## config.mk

```make
export PLATFORM = sky130hd
export DESIGN_NAME = rf_wb_unit_flat
export DESIGN_NICKNAME = d
export VERILOG_FILES = /design/src/rtl/rf_wb_unit_if.sv /design/src/rtl/rf_wb_unit.sv /design/src/flat_wrapper.sv
export SDC_FILE = /design/constraint.sdc
export NUM_CORES = 1
export LEC_CHECK = 0
export CAP_MARGIN = 20
export CORE_ASPECT_RATIO = 0.6
export CORE_UTILIZATION = 42
export CTS_CLUSTER_DIAMETER = 40
export DETAILED_ROUTE_END_ITERATION = 6
export GPL_ROUTABILITY_DRIVEN = 0
export GPL_TIMING_DRIVEN = 0
export PLACE_DENSITY = 0.75
export SLEW_MARGIN = 5
export SYNTH_ARGS = -nofsm -noshare
export SYNTH_HDL_FRONTEND = slang
export SYNTH_SLANG_ARGS = --single-unit
```

## constraint.sdc

```tcl
create_clock -name clk -period 2.12 [get_ports clk]
set_input_delay 0.424 -clock clk [delete_from_list [all_inputs] [get_ports clk]]
set_output_delay 0.424 -clock clk [all_outputs]
set_load 0.01 [all_outputs]
```

## src/rtl/rf_wb_unit_if.sv

```systemverilog
// Writeback bundle: ALU and load-response sources, decode issue/hazard
// queries, and the register file write port.
// The master view belongs to the writeback unit; the slave view is the
// surrounding pipeline and register file.
interface rf_wb_unit_if #(
    parameter int DATA_WIDTH = 32,
    parameter int ADDR_WIDTH = 5,
    parameter int NUM        = 32
);
    // ALU result source
    logic                  alu_valid;
    logic                  alu_ready;
    logic [ADDR_WIDTH-1:0] alu_rd;
    logic [DATA_WIDTH-1:0] alu_data;

    // Load response source
    logic                  mem_valid;
    logic                  mem_ready;
    logic [ADDR_WIDTH-1:0] mem_rd;
    logic [DATA_WIDTH-1:0] mem_data;

    // Decode issue and hazard query
    logic                  issue_valid;
    logic [ADDR_WIDTH-1:0] issue_rd;
    logic                  issue_ready;
    logic [ADDR_WIDTH-1:0] chk_rs1;
    logic [ADDR_WIDTH-1:0] chk_rs2;
    logic                  hazard;

    // Register file write port
    logic                  wen;
    logic [ADDR_WIDTH-1:0] waddr;
    logic [DATA_WIDTH-1:0] wdata;

    modport master (
        input  alu_valid, alu_rd, alu_data,
        output alu_ready,
        input  mem_valid, mem_rd, mem_data,
        output mem_ready,
        input  issue_valid, issue_rd, chk_rs1, chk_rs2,
        output issue_ready, hazard,
        output wen, waddr, wdata
    );

    modport slave (
        output alu_valid, alu_rd, alu_data,
        input  alu_ready,
        output mem_valid, mem_rd, mem_data,
        input  mem_ready,
        output issue_valid, issue_rd, chk_rs1, chk_rs2,
        input  issue_ready, hazard,
        input  wen, waddr, wdata
    );
endinterface

```

## src/rtl/rf_wb_unit.sv

```systemverilog
// Register file writeback unit.
// Arbitrates ALU results against load responses (loads first, with a
// starvation guard that hands the ALU one grant after three blocked cycles),
// registers the winning write onto the register file port, and keeps a
// per-register busy scoreboard for decode hazard detection and WAW gating.
module rf_wb_unit #(
    parameter int DATA_WIDTH = 32,
    parameter int ADDR_WIDTH = 5,
    parameter int NUM        = 32
) (
    input  logic          clk,
    input  logic          rst_n,
    rf_wb_unit_if.master  bus
);

    // ------------------------------------------------------------------
    // State
    // ------------------------------------------------------------------
    logic [1:0]            starve_q, starve_d;
    logic                  wen_q, wen_d;
    logic [ADDR_WIDTH-1:0] waddr_q, waddr_d;
    logic [DATA_WIDTH-1:0] wdata_q, wdata_d;
    logic [NUM-1:0]        busy_q, busy_d;

    // ------------------------------------------------------------------
    // Arbitration
    // ------------------------------------------------------------------
    logic alu_grant;
    logic alu_ready_c;
    logic mem_ready_c;
    logic alu_fire;
    logic mem_fire;

    // Saturated starve counter forces one ALU grant and blocks loads.
    assign alu_grant   = (starve_q == 2'd3);
    // Readies depend only on mem_valid and the counter, never on alu_valid.
    assign alu_ready_c = alu_grant || !bus.mem_valid;
    assign mem_ready_c = !alu_grant;

    // The two grants are mutually exclusive by construction.
    assign alu_fire = bus.alu_valid && alu_ready_c;
    assign mem_fire = bus.mem_valid && mem_ready_c;

    assign bus.alu_ready = alu_ready_c;
    assign bus.mem_ready = mem_ready_c;

    // Count edges on which the ALU is held off by a load; clear once it wins
    // or stops asking.
    always_comb begin
        starve_d = starve_q;
        if (alu_fire || !bus.alu_valid) begin
            starve_d = 2'd0;
        end else if (bus.mem_valid && (starve_q != 2'd3)) begin
            starve_d = starve_q + 2'd1;
        end
    end

    // ------------------------------------------------------------------
    // Output stage
    // ------------------------------------------------------------------
    // Load the winner; writes to x0 complete the handshake but never assert
    // wen. With no transfer the address and data simply hold.
    always_comb begin
        wen_d   = 1'b0;
        waddr_d = waddr_q;
        wdata_d = wdata_q;
        if (mem_fire) begin
            wen_d   = (bus.mem_rd != '0);
            waddr_d = bus.mem_rd;
            wdata_d = bus.mem_data;
        end else if (alu_fire) begin
            wen_d   = (bus.alu_rd != '0);
            waddr_d = bus.alu_rd;
            wdata_d = bus.alu_data;
        end
    end

    assign bus.wen   = wen_q;
    assign bus.waddr = waddr_q;
    assign bus.wdata = wdata_q;

    // ------------------------------------------------------------------
    // Busy scoreboard
    // ------------------------------------------------------------------
    logic           issue_ready_c;
    logic           issue_fire;
    logic [NUM-1:0] set_vec;
    logic [NUM-1:0] clr_vec;

    // No bypass: a register clearing on this edge still blocks reissue now.
    assign issue_ready_c = (bus.issue_rd == '0) || !busy_q[bus.issue_rd];
    assign issue_fire    = bus.issue_valid && issue_ready_c && (bus.issue_rd != '0);

    assign bus.issue_ready = issue_ready_c;
    assign bus.hazard      = ((bus.chk_rs1 != '0) && busy_q[bus.chk_rs1]) ||
                             ((bus.chk_rs2 != '0) && busy_q[bus.chk_rs2]);

    // Per-register next state: the clear lands with the register file commit
    // (wen_q), and a same-edge reissue of that index wins over the clear.
    // x0 is never tracked.
    generate
        for (genvar gi = 0; gi < NUM; gi++) begin : g_busy
            if (gi == 0) begin : g_zero
                assign set_vec[gi] = 1'b0;
                assign clr_vec[gi] = 1'b0;
                assign busy_d[gi]  = 1'b0;
            end else begin : g_reg
                assign set_vec[gi] = issue_fire && (bus.issue_rd == ADDR_WIDTH'(gi));
                assign clr_vec[gi] = wen_q && (waddr_q == ADDR_WIDTH'(gi));
                assign busy_d[gi]  = set_vec[gi] || (busy_q[gi] && !clr_vec[gi]);
            end
        end
    endgenerate

    // ------------------------------------------------------------------
    // Registers
    // ------------------------------------------------------------------
    // All state drops immediately on reset, including any write in flight.
    always_ff @(posedge clk or negedge rst_n) begin
        if (!rst_n) begin
            starve_q <= 2'd0;
            wen_q    <= 1'b0;
            waddr_q  <= '0;
            wdata_q  <= '0;
            busy_q   <= '0;
        end else begin
            starve_q <= starve_d;
            wen_q    <= wen_d;
            waddr_q  <= waddr_d;
            wdata_q  <= wdata_d;
            busy_q   <= busy_d;
        end
    end

endmodule
```

## src/flat_wrapper.sv

```systemverilog
// flat-port wrapper written by rule: the top's interface ports become plain ports
module rf_wb_unit_flat 
#(
    parameter int DATA_WIDTH = 32,
    parameter int ADDR_WIDTH = 5,
    parameter int NUM        = 32
)
  (clk, rst_n, bus_alu_valid, bus_alu_rd, bus_alu_data, bus_alu_ready, bus_mem_valid, bus_mem_rd, bus_mem_data, bus_mem_ready, bus_issue_valid, bus_issue_rd, bus_chk_rs1, bus_chk_rs2, bus_issue_ready, bus_hazard, bus_wen, bus_waddr, bus_wdata);
  rf_wb_unit_if #(.DATA_WIDTH(DATA_WIDTH), .ADDR_WIDTH(ADDR_WIDTH), .NUM(NUM)) bus_i ();
  input  logic clk;
  input  logic rst_n;
  input wire logic [$bits(bus_i.alu_valid)-1:0] bus_alu_valid;
  input wire logic [$bits(bus_i.alu_rd)-1:0] bus_alu_rd;
  input wire logic [$bits(bus_i.alu_data)-1:0] bus_alu_data;
  output wire logic [$bits(bus_i.alu_ready)-1:0] bus_alu_ready;
  input wire logic [$bits(bus_i.mem_valid)-1:0] bus_mem_valid;
  input wire logic [$bits(bus_i.mem_rd)-1:0] bus_mem_rd;
  input wire logic [$bits(bus_i.mem_data)-1:0] bus_mem_data;
  output wire logic [$bits(bus_i.mem_ready)-1:0] bus_mem_ready;
  input wire logic [$bits(bus_i.issue_valid)-1:0] bus_issue_valid;
  input wire logic [$bits(bus_i.issue_rd)-1:0] bus_issue_rd;
  input wire logic [$bits(bus_i.chk_rs1)-1:0] bus_chk_rs1;
  input wire logic [$bits(bus_i.chk_rs2)-1:0] bus_chk_rs2;
  output wire logic [$bits(bus_i.issue_ready)-1:0] bus_issue_ready;
  output wire logic [$bits(bus_i.hazard)-1:0] bus_hazard;
  output wire logic [$bits(bus_i.wen)-1:0] bus_wen;
  output wire logic [$bits(bus_i.waddr)-1:0] bus_waddr;
  output wire logic [$bits(bus_i.wdata)-1:0] bus_wdata;
  assign bus_i.alu_valid = bus_alu_valid;
  assign bus_i.alu_rd = bus_alu_rd;
  assign bus_i.alu_data = bus_alu_data;
  assign bus_alu_ready = bus_i.alu_ready;
  assign bus_i.mem_valid = bus_mem_valid;
  assign bus_i.mem_rd = bus_mem_rd;
  assign bus_i.mem_data = bus_mem_data;
  assign bus_mem_ready = bus_i.mem_ready;
  assign bus_i.issue_valid = bus_issue_valid;
  assign bus_i.issue_rd = bus_issue_rd;
  assign bus_i.chk_rs1 = bus_chk_rs1;
  assign bus_i.chk_rs2 = bus_chk_rs2;
  assign bus_issue_ready = bus_i.issue_ready;
  assign bus_hazard = bus_i.hazard;
  assign bus_wen = bus_i.wen;
  assign bus_waddr = bus_i.waddr;
  assign bus_wdata = bus_i.wdata;
  rf_wb_unit #(.DATA_WIDTH(DATA_WIDTH), .ADDR_WIDTH(ADDR_WIDTH), .NUM(NUM)) u_core (.clk(clk), .rst_n(rst_n), .bus(bus_i));
endmodule
```

==> results by group, run 1 <==
Status
  • Status: finished, violations left
  • Failing checks: setup timing

GRT
  • Vias in the first global route: between 4000 and 5000
  • First-pass GRT wire length: about 21000 microns
  • Grt total ovfl: 0
  • Antenna violations before repair: 0
  • Total GRT Usage: approximately 28%
  • Largest net degree at the start of global routing: 70

Finish
  • Post-route core utilization: between 60% and 70%
  • Most frequent cells in the layout: clkdlybuf4s50_1 (119), o21ai_0 (95), dfrtp_1 (67)
  • Ant. Diodes: 0
  • Layout net count: about 650
  • Layout area overhead: 46.8%
  • Non-filler instance count after layout: roughly 700
  • Layout cells sized above 1: 15.2%
  • Most common cell after layout, fill and taps aside: clkdlybuf4s50_1

Setup path
  • FF-to-FF End: u_core.bus.wen$_DFF_PN0_
  • WS Path Type: reg2out
  • Reg2Reg Depth: 7
  • CP arrival: just over 2 ns
  • Worst R2R Start: u_core.starve_q[0]$_DFFE_PN0P_
  • CP startpoint: u_core.busy_q[28]$_DFF_PN0_
  • Startpoint types: flop
  • R2r setup slk: 0.17 ns
  • Crit path capture: bus_issue_ready
  • Crit. End Element: primary output
  • Crit-path max FO: 5
  • Req. time, crit path: roughly 1.7 ns

Clock tree
  • Number of buffers created by CTS: 9
  • Root Buffer: clkbuf_16
  • Later-pin clock latency in the skew report: about 0.33 ns
  • Deepest clock path buffer count: 2
  • CTS tree: yes
  • Clock transition at path regs: around 0.06 ns
  • Clk sinks: 71
  • CTS HTree Levels: 3

Detailed routing
  • Drt pass-1 iters: 5
  • DR vias/cell: around 5.7
  • Initial drt markers: 405
  • Post-route antenna net violation count: 0
  • Via count: around 4000
  • Remaining DRCs: 0
  • Wirelength per Cell: 19.1 microns
  • Total Wirelength: approximately 13000 microns

Synthesis
  • Dominant cell type by area after synthesis: dfrtp_1
  • Unique masters post-synth: 37
  • Synth top area cells: dfrtp_1 (44%), o21ai_0 (12%), mux4_2 (11%), mux2i_1 (11%), nand2_1 (5.0%)
  • Yosys top cell area share: 43.7%
  • Yosys Warn Count: 0
  • Primary FF master, synth: dfrtp_1
  • Asr flop ratio synth: 100%
  • Post-Syn Nets: 501
  • Syn Area/Cell: around 10 sq um
  • Synthesized area: 4070 sq um
  • Cells after synthesis: a little over 400
  • Yosys reg bits: 71
  • Post-synth EDFFs: 0
  • Register area share after synthesis: a little over two fifths

Placed design
  • Pre-CTS setup slack: -1.12 ns
  • Dpl cells: 666
  • Port Buffer Count: around 130
  • DP HPWL: approximately 10000 microns

Die
  • IO Count: roughly 140
  • Initial Utilization: 43.8%
  • Die Wd: 129 microns
  • Placement Rows: 27
  • Placeable Area: between 9000 and 10000 sq um
  • Die Area: approximately 10000 sq um
  • Die height: 78.2 microns

STA
  • Fin Hold WS: about 0.45 ns
  • Final worst setup slack: -0.337 ns
  • RSZ-0062 raised after global routing: true
  • FMAX: just over 400 MHz
  • Slew headroom: around 56%
  • Slew Viols, Final: 0
  • TNS Setup: -0.553 ns
  • Fin Clk Skew: ~0.0094 ns
  • Min cycle time layout: about 2.5 ns
  • Final period util: 116%
  • Final Hold Viols: 0
  • Setup-failing EPs final: 2
  • Slew @ Worst Pin: 0.658 ns

Power
  • PD cells: approximately 850 nW/um^2
  • Worst vdd ir: approximately 0.47 mV
  • Static leakage: about 2.5 nW

Run
  • Max-Cap Viols: 0

Worst hold path
  • HP Class: reg2reg
worst min path at each step:
stage	depth (start not counted)	endpoint	slack (ns)	start
6_report	1	u_core.starve_q[0]$_DFFE_PN0P_	0.45	u_core.starve_q[0]$_DFFE_PN0P_
4_1_cts	2	u_core.bus.wdata[30]$_DFFE_PN0P_	0.41	rst_n
5_1_grt	2	u_core.bus.wdata[30]$_DFFE_PN0P_	0.44	rst_n
3_5_place_dp	1	u_core.bus.wdata[30]$_DFFE_PN0P_	0.23	rst_n
3_3_place_gp	1	u_core.starve_q[0]$_DFFE_PN0P_	0.42	u_core.starve_q[0]$_DFFE_PN0P_
2_1_floorplan	0	u_core.bus.waddr[0]$_DFFE_PN0P_	0.13	rst_n
critical path, cell delays in order, from the launching register on:
cell	delay, ns
dfrtp_1	0.45
mux4_2	0.50
mux4_2	0.47
a21boi_2	0.14
buf_2	0.14
synth_stat cells, types with 2 or more instances:
cell type / number
buf_6: 2
or3_1: 2
nand4_1: 4
nand3_1: 7
nand2b_1: 9
mux2i_1: 44
and3_1: 3
o21ai_0: 97
or2_2: 8
inv_1: 7
mux4_2: 20
or4_1: 3
nand4b_1: 2
nor2b_1: 10
buf_2: 6
nand2_1: 54
a311oi_1: 2
nor2_1: 12
clkbuf_1: 14
dfrtp_1: 71
a21oi_1: 7
nand3b_1: 2
a31oi_1: 4
mux2_2: 3
repair_timing:
item | CTS | global route
setup endpoints to repair | 3 | 3
setup buffers | 8 | 5
hold endpoints to repair | 2 | 0
pin swaps | 2 | 2
gates resized for setup | 41 | 6
hold buffers | 1 | 0
where the power goes:
part | leakage [nW] | switching, W | internal [W] | total [W]
clock | 0.121 | 0.000590 | 0.000795 | 0.00139
combinational | 1.49 | 0.000668 | 0.000904 | 0.00157
sequential | 0.841 | 0.000410 | 0.00169 | 0.00210
logic make-up after synthesis:
logic type      share of synthesized area (%)
compound gates                           15.2
buf+inv                                  3.63
fa+ha+maj                               0.308
flops                                    43.7
simple gates                             14.4
mux                                      22.7
routing by layer:
layer	track usage (%)	up-vias	wire, microns
li1	-	1800	-
met1	37.7	1934	5620
met2	43.2	225	5990
met3	9.20	15	1510
met4	5.65	0	110
met5	0	-	0
through the flow:
| stage | power, W | area (sq um) |
|---|---|---|
| final | 0.00505 | 5970 |
| after CTS | 0.00498 | 5940 |
| after global routing | 0.00529 | 5970 |
| after global placement | 0.00344 | 5520 |
| after detailed placement | 0.00352 | 5550 |
| after floorplan | 0.00277 | 4070 |
registers in the layout (all words and copies together) (netlist names):
register          flops
u_core.starve_q       2
u_core.busy_q        31
u_core.bus.waddr      5
u_core.bus.wen        1
u_core.bus.wdata     32
final cells by class:
type	instances	area (sq um)
fill	746	3320
multi-input combinational	303	2150
sequential	71	1780
timing repair buffer	144	1410
clock buffer	10	229
tap	130	163
buffer	23	161
clock inverter	6	47.5
inverter	7	26.3
(Power assumes the default switching activity.)
==> inputs of run 2 (changes only) <==
--- a/config.mk
+++ b/config.mk
@@ -7,12 +7,13 @@
 export LEC_CHECK = 0
 export CAP_MARGIN = 20
 export CORE_ASPECT_RATIO = 0.6
-export CORE_UTILIZATION = 42
+export CORE_MARGIN = 5
+export CORE_UTILIZATION = 40
 export CTS_CLUSTER_DIAMETER = 40
 export DETAILED_ROUTE_END_ITERATION = 6
 export GPL_ROUTABILITY_DRIVEN = 0
 export GPL_TIMING_DRIVEN = 0
-export PLACE_DENSITY = 0.75
+export PLACE_DENSITY = 0.72
 export SLEW_MARGIN = 5
 export SYNTH_ARGS = -nofsm -noshare
 export SYNTH_HDL_FRONTEND = slang
==> results by group, run 2 (synthesis gave the netlist of run 1 again) <==
Status
  • Status: finished, violations left
  • Failing checks: setup timing

Setup path
  • CP startpoint: u_core.busy_q[23]$_DFF_PN0_
  • Critical Path, Cell by Cell: mux4_2, mux4_2, a21boi_2, buf_2
  • R2r setup slk: 0.44 ns
  • Crit-path max FO: 3
  • Req. time, crit path: between 1.5 and 2 ns
  • Crit. End Element: primary output
  • FF-to-FF End: u_core.busy_q[8]$_DFF_PN0_
  • Cell mode on critical path: mux4_2
  • Reg2Reg Depth: 3
  • Startpoint types: flop
  • WS Path Type: reg2out
  • Crit path max-delay family: multiplexers
  • Slowest stage cell, crit path: mux4_2
  • Worst R2R Start: u_core.busy_q[11]$_DFF_PN0_
  • CP arrival: 2.01 ns
  • Slowest cell delay on critical path: 0.52 ns
  • Worst path bufs/invs: 1

Clock tree
  • Clk sinks: a little over 70
  • Deepest clock path buffer count: 2
  • Clock transition at path regs: ~0.06 ns
  • CTS tree: yes
  • Root Buffer: clkbuf_16
  • Number of buffers created by CTS: 9
  • Later-pin clock latency in the skew report: around 0.33 ns
  • CTS HTree Levels: 3

Power
  • Clk network pwr share: approximately a third
  • Sw power: 0.00167 W
  • Static leakage: about 2.5 nW
  • Sw Share: between 30% and 40%
  • Flop pwr share: between 30% and 40%
  • Comb power frac: 29.6%
  • P_int: about 0.0038 W
  • Worst vdd ir: between 0.5 and 0.6 mV
  • Final Power: 0.00550 W
  • PD cells: ~900 nW/um^2

STA
  • Final period util: 115%
  • Fin Clk Skew: about 0.0074 ns
  • Slew headroom: 57.4%
  • Final Hold Viols: 0
  • Final worst setup slack: -0.314 ns
  • FMAX: between 400 and 500 MHz
  • RSZ-0062 raised after global routing: true
  • Slew @ Worst Pin: approximately 0.64 ns
  • Setup-failing EPs final: 2
  • Min cycle time layout: approximately 2.4 ns
  • Slew Viols, Final: 0

Finish
  • Fillers: between 800 and 900
  • Layout area overhead: 49.6%
  • Layout cells sized above 1: between 15 and 20%
  • Most common cell after layout, fill and taps aside: clkdlybuf4s50_1
  • Most frequent cells in the layout: clkdlybuf4s50_1 (119), o21ai_0 (95), dfrtp_1 (63)
  • Layout net count: about 660
  • Max reg flops: 32
  • Ant. Diodes: 0
  • Register area: 1790 sq um
  • Area of the multi-input gates: around 2200 sq um

GRT
  • First-pass GRT wire length: ~22000 microns
  • Grt total ovfl: 0
  • Antenna violations before repair: 0
  • Total GRT Usage: 22.7%
  • Largest net degree at the start of global routing: 65
  • Vias in the first global route: around 4000

Die
  • Die height: approximately 90 microns
  • Initial Utilization: around two fifths
  • IO Count: between 100 and 150
  • Die Wd: between 100 and 150 microns
  • Placeable Area: 9880 sq um
  • Placement Rows: 28
  • Die Area: 12300 sq um

Detailed routing
  • Initial drt markers: slightly above 400
  • Total Wirelength: about 14000 microns
  • Post-route antenna net violation count: 0
  • Wirelength per Cell: a little under 20 microns
  • Remaining DRCs: 0
  • Via count: between 3000 and 4000
  • Drt pass-1 iters: 5
  • DR vias/cell: 5.62

Worst hold path
  • Hold Path Depth: 1
  • WHS Endpoint: u_core.starve_q[0]$_DFFE_PN0P_
  • HP Class: reg2reg
  • Min-delay src: u_core.starve_q[0]$_DFFE_PN0P_

Placed design
  • DP HPWL: approximately 10000 microns
  • Pre-CTS setup slack: -1.09 ns
  • Port Buffer Count: between 100 and 150

Run
  • Max-Cap Viols: 0
-- run 2: cell count changes in the layout (fill, tap and decap cells not counted), sizes merged --
cell,change
buf,+2
bufinv,+3
clkbuf,+3
clkdlybuf4s15,-1
clkinv,-1
clkinvlp,-3
inv,+1
-- run 2: power groups by stage --
stage	Sequential [W]	Combinational [W]	Clock [W]
final	0.00209	0.00163	0.00178
after floorplan	0.00195	0.000827	0
after detailed placement	0.00210	0.00141	0
after global routing	0.00211	0.00179	0.00186
after global placement	0.00208	0.00137	0
after CTS	0.00208	0.00147	0.00179
-- run 2: what timing repair did --
action / in CTS / in global routing
setup buffers: 7 / 9
endpoints found under the hold margin: 7 / 0
hold buffers: 1 / 0
cloned: 0 / 0
pin swaps: 3 / 0
setup endpoints to repair: 3 / 3
resized for setup: 35 / 13
-- run 2: worst max-delay path by stage --
stage | slack, ns | cells past startpoint | end
floorplan | 0.001 | 4 | bus_issue_ready
global placement | -1.79 | 1 | u_core.bus.wdata[6]$_DFFE_PN0P_
detailed placement | -1.09 | 6 | bus_issue_ready
CTS | -0.33 | 4 | bus_issue_ready
global route | -0.34 | 4 | bus_issue_ready
finish | -0.31 | 4 | bus_issue_ready
-- run 2: stage by stage --
stage          hold WS, ns  instances  area, sq um  setup TNS [ns]  utilization [%]
2_1_floorplan        0.128        406         4070               0                -
6_report             0.440        703         6080          -0.555             61.6
5_1_grt              0.462        703         6080          -0.642             61.6
3_3_place_gp         0.421        670         5530         -133.25             56.0
4_1_cts              0.439        694         6010          -0.525             60.8
3_5_place_dp         0.262        671         5550           -7.26             56.2
-- run 2: worst reg2reg max path, stage by stage, from the launching register on --
cell,delay (ns)
dfrtp_2,0.45
mux4_2,0.50
or3b_1,0.44
o21ai_0,0.20
-- run 2: layout make-up --
class / instances / area share [%]
Multi-Input combinational cell: 303 / 35.4
Sequential cell: 71 / 29.4
Timing Repair Buffer: 147 / 23.4
Clock buffer: 10 / 3.93
Buffer: 24 / 2.78
Tap cell: 135 / 2.78
Clock inverter: 6 / 1.89
Inverter: 7 / 0.432
-- run 2: layer usage --
layer	up-vias	global-route usage (%)	routed length (microns)
met5	-	0	0
li1	1801	-	-
met4	0	5.89	179
met3	27	7.15	1310
met1	1932	31.3	5920
met2	191	35.0	6140
==> inputs of run 3 (changes only) <==
--- a/config.mk
+++ b/config.mk
@@ -11,8 +11,9 @@
 export CORE_UTILIZATION = 40
 export CTS_CLUSTER_DIAMETER = 40
 export DETAILED_ROUTE_END_ITERATION = 6
-export GPL_ROUTABILITY_DRIVEN = 0
+export GPL_ROUTABILITY_DRIVEN = 1
 export GPL_TIMING_DRIVEN = 0
+export HOLD_SLACK_MARGIN = 0.03
 export PLACE_DENSITY = 0.72
 export SLEW_MARGIN = 5
 export SYNTH_ARGS = -nofsm -noshare
==> results by group, run 3 (synthesis gave the netlist of run 1 again) <==
Detailed routing
  • Remaining DRCs: 0
  • Drt pass-1 iters: 5
  • Post-route antenna net violation count: 0
  • Initial drt markers: roughly 430
  • Wirelength per Cell: slightly below 20 microns
  • Via count: 3940
  • Total Wirelength: ~14000 microns
  • DR vias/cell: ~5.6

Finish
  • Layout area overhead: 49.1%
  • Ant. Diodes: 0
  • Layout net count: approximately 660
  • Most frequent cells in the layout: clkdlybuf4s50_1 (119), o21ai_0 (96), dfrtp_1 (60)
  • Fillers: around 840
  • Post-route core utilization: around three fifths
  • Most common cell after layout, fill and taps aside: clkdlybuf4s50_1
  • Max reg flops: 32
  • Layout cells sized above 1: approximately 18%

GRT
  • First-pass GRT wire length: roughly 23000 microns
  • Antenna violations before repair: 0
  • Largest net degree at the start of global routing: between 60 and 70
  • Vias in the first global route: between 4000 and 5000
  • Grt total ovfl: 0
  • Total GRT Usage: a little under a quarter

Clock tree
  • Deepest clock path buffer count: 2
  • Root Buffer: clkbuf_16
  • Number of buffers created by CTS: 9
  • Later-pin clock latency in the skew report: 0.34 ns
  • Clock transition at path regs: approximately 0.06 ns
  • CTS tree: yes
  • CTS HTree Levels: 3
  • Clk sinks: 71

STA
  • Final period util: 116%
  • Setup-failing EPs final: 2
  • Final worst setup slack: -0.347 ns
  • Fin Clk Skew: between 0.006 and 0.007 ns
  • RSZ-0062 raised after global routing: true
  • FMAX: 405 MHz
  • Slew Viols, Final: 0
  • Slew @ Worst Pin: ~0.65 ns
  • Final Hold Viols: 0
  • Min cycle time layout: ~2.5 ns
  • TNS Setup: -0.581 ns
  • Slew headroom: a little under three fifths

Power
  • P_int: roughly 0.0036 W
  • Static leakage: about 2.5 nW
  • PD cells: 881 nW/um^2
  • Comb power frac: 31.1%
  • Clk network pwr share: 29.2%
  • Sw power: 0.00172 W
  • Flop pwr share: 39.6%
  • Worst vdd ir: roughly 0.53 mV
  • Sw Share: 32.3%

Setup path
  • Cell mode on critical path: mux4_2
  • Crit path capture: bus_issue_ready
  • Worst R2R Start: u_core.busy_q[29]$_DFF_PN0_
  • Reg2Reg Depth: 4
  • Crit-path max FO: 5
  • Slowest cell delay on critical path: 0.49 ns
  • FF-to-FF End: u_core.busy_q[31]$_DFF_PN0_
  • Startpoint types: flop
  • R2r setup slk: ~0.41 ns
  • Req. time, crit path: 1.70 ns
  • Stages on worst setup path: 4
  • Worst path bufs/invs: 1
  • Slowest stage cell, crit path: mux4_2
  • CP startpoint: u_core.busy_q[31]$_DFF_PN0_
  • CP arrival: approximately 2 ns
  • Crit. End Element: primary output
  • Crit path max-delay family: multiplexers
  • WS Path Type: reg2out
  • Critical Path, Cell by Cell: mux4_2, mux4_2, a21boi_2, buf_2

Status
  • Status: finished, violations left
  • Failing checks: setup timing

Die
  • Die height: around 88 microns
  • Die Wd: 140 microns
  • Placement Rows: 28
  • Initial Utilization: around two fifths
  • Placeable Area: approximately 9900 sq um
  • IO Count: 136
  • Die Area: approximately 12000 sq um

Run
  • Max-Cap Viols: 0

Worst hold path
  • HP Class: in2async

Placed design
  • Pre-CTS setup slack: -1.13 ns
  • Final Wtd Congestion: a little over 0.9
  • DP HPWL: around 11000 microns
  • Port Buffer Count: about 130
[run 3: cell types whose count changed in the layout (fill, tap and decap cells not counted), moves of 2 or more]
cell / delta
dfrtp_2: +3
bufinv_16: -2
buf_4: +6
dfrtp_1: -3
[run 3: power groups by stage]
stage	sequential, W	clock (W)	combinational [W]
global route	0.00214	0.00165	0.00182
floorplan	0.00195	0	0.000827
global placement	0.00209	0	0.00137
finish	0.00212	0.00156	0.00166
CTS	0.00211	0.00159	0.00146
detailed placement	0.00212	0	0.00142
[run 3: worst min path at each step]
stage	cells after the start	slack, ns	from	end
6_report	2	0.46	rst_n	u_core.bus.wdata[25]$_DFFE_PN0P_
5_1_grt	2	0.48	rst_n	u_core.bus.wdata[25]$_DFFE_PN0P_
4_1_cts	2	0.44	rst_n	u_core.bus.wdata[25]$_DFFE_PN0P_
3_5_place_dp	1	0.27	rst_n	u_core.bus.wdata[25]$_DFFE_PN0P_
3_3_place_gp	1	0.42	u_core.starve_q[0]$_DFFE_PN0P_	u_core.starve_q[0]$_DFFE_PN0P_
2_1_floorplan	0	0.13	rst_n	u_core.bus.waddr[0]$_DFFE_PN0P_
[run 3: what timing repair did]
action,in CTS,in global routing
hold buffers,1,0
hold endpoints to repair,7,0
pin swaps,3,1
buffers inserted,7,13
gates resized for setup,39,13
endpoints found under the setup margin,3,3
gates cloned,0,0
[run 3: routing by layer]
metal  track usage, %  vias up  routed length [microns]
met4             7.56        0                      264
met1             33.8     1947                     6320
met3             7.53       24                     1260
met2             34.1      168                     6130
met5                0        -                        0
li1                 -     1801                        -
[run 3: through the flow]
stage / total power, W / instances / cell area, sq um / hold WS (ns)
2_1_floorplan: 0.00277 / 406 / 4070 / 0.128
3_3_place_gp: 0.00346 / 670 / 5530 / 0.423
3_5_place_dp: 0.00354 / 671 / 5550 / 0.265
4_1_cts: 0.00517 / 694 / 5980 / 0.440
5_1_grt: 0.00560 / 706 / 6060 / 0.482
6_report: 0.00534 / 706 / 6060 / 0.462
[run 3: area by class of cell]
| type | instances | area [sq um] | area share, % |
|---|---|---|---|
| plain buffers | 23 | 161 | 2.66 |
| clock buffers | 10 | 239 | 3.94 |
| clock inverters | 6 | 67.6 | 1.11 |
| inverters | 7 | 26.3 | 0.434 |
| multi-input cells | 303 | 2150 | 35.4 |
| flip-flops and latches | 71 | 1790 | 29.5 |
| well taps | 135 | 169 | 2.79 |
| repair buffers | 151 | 1460 | 24.1 |
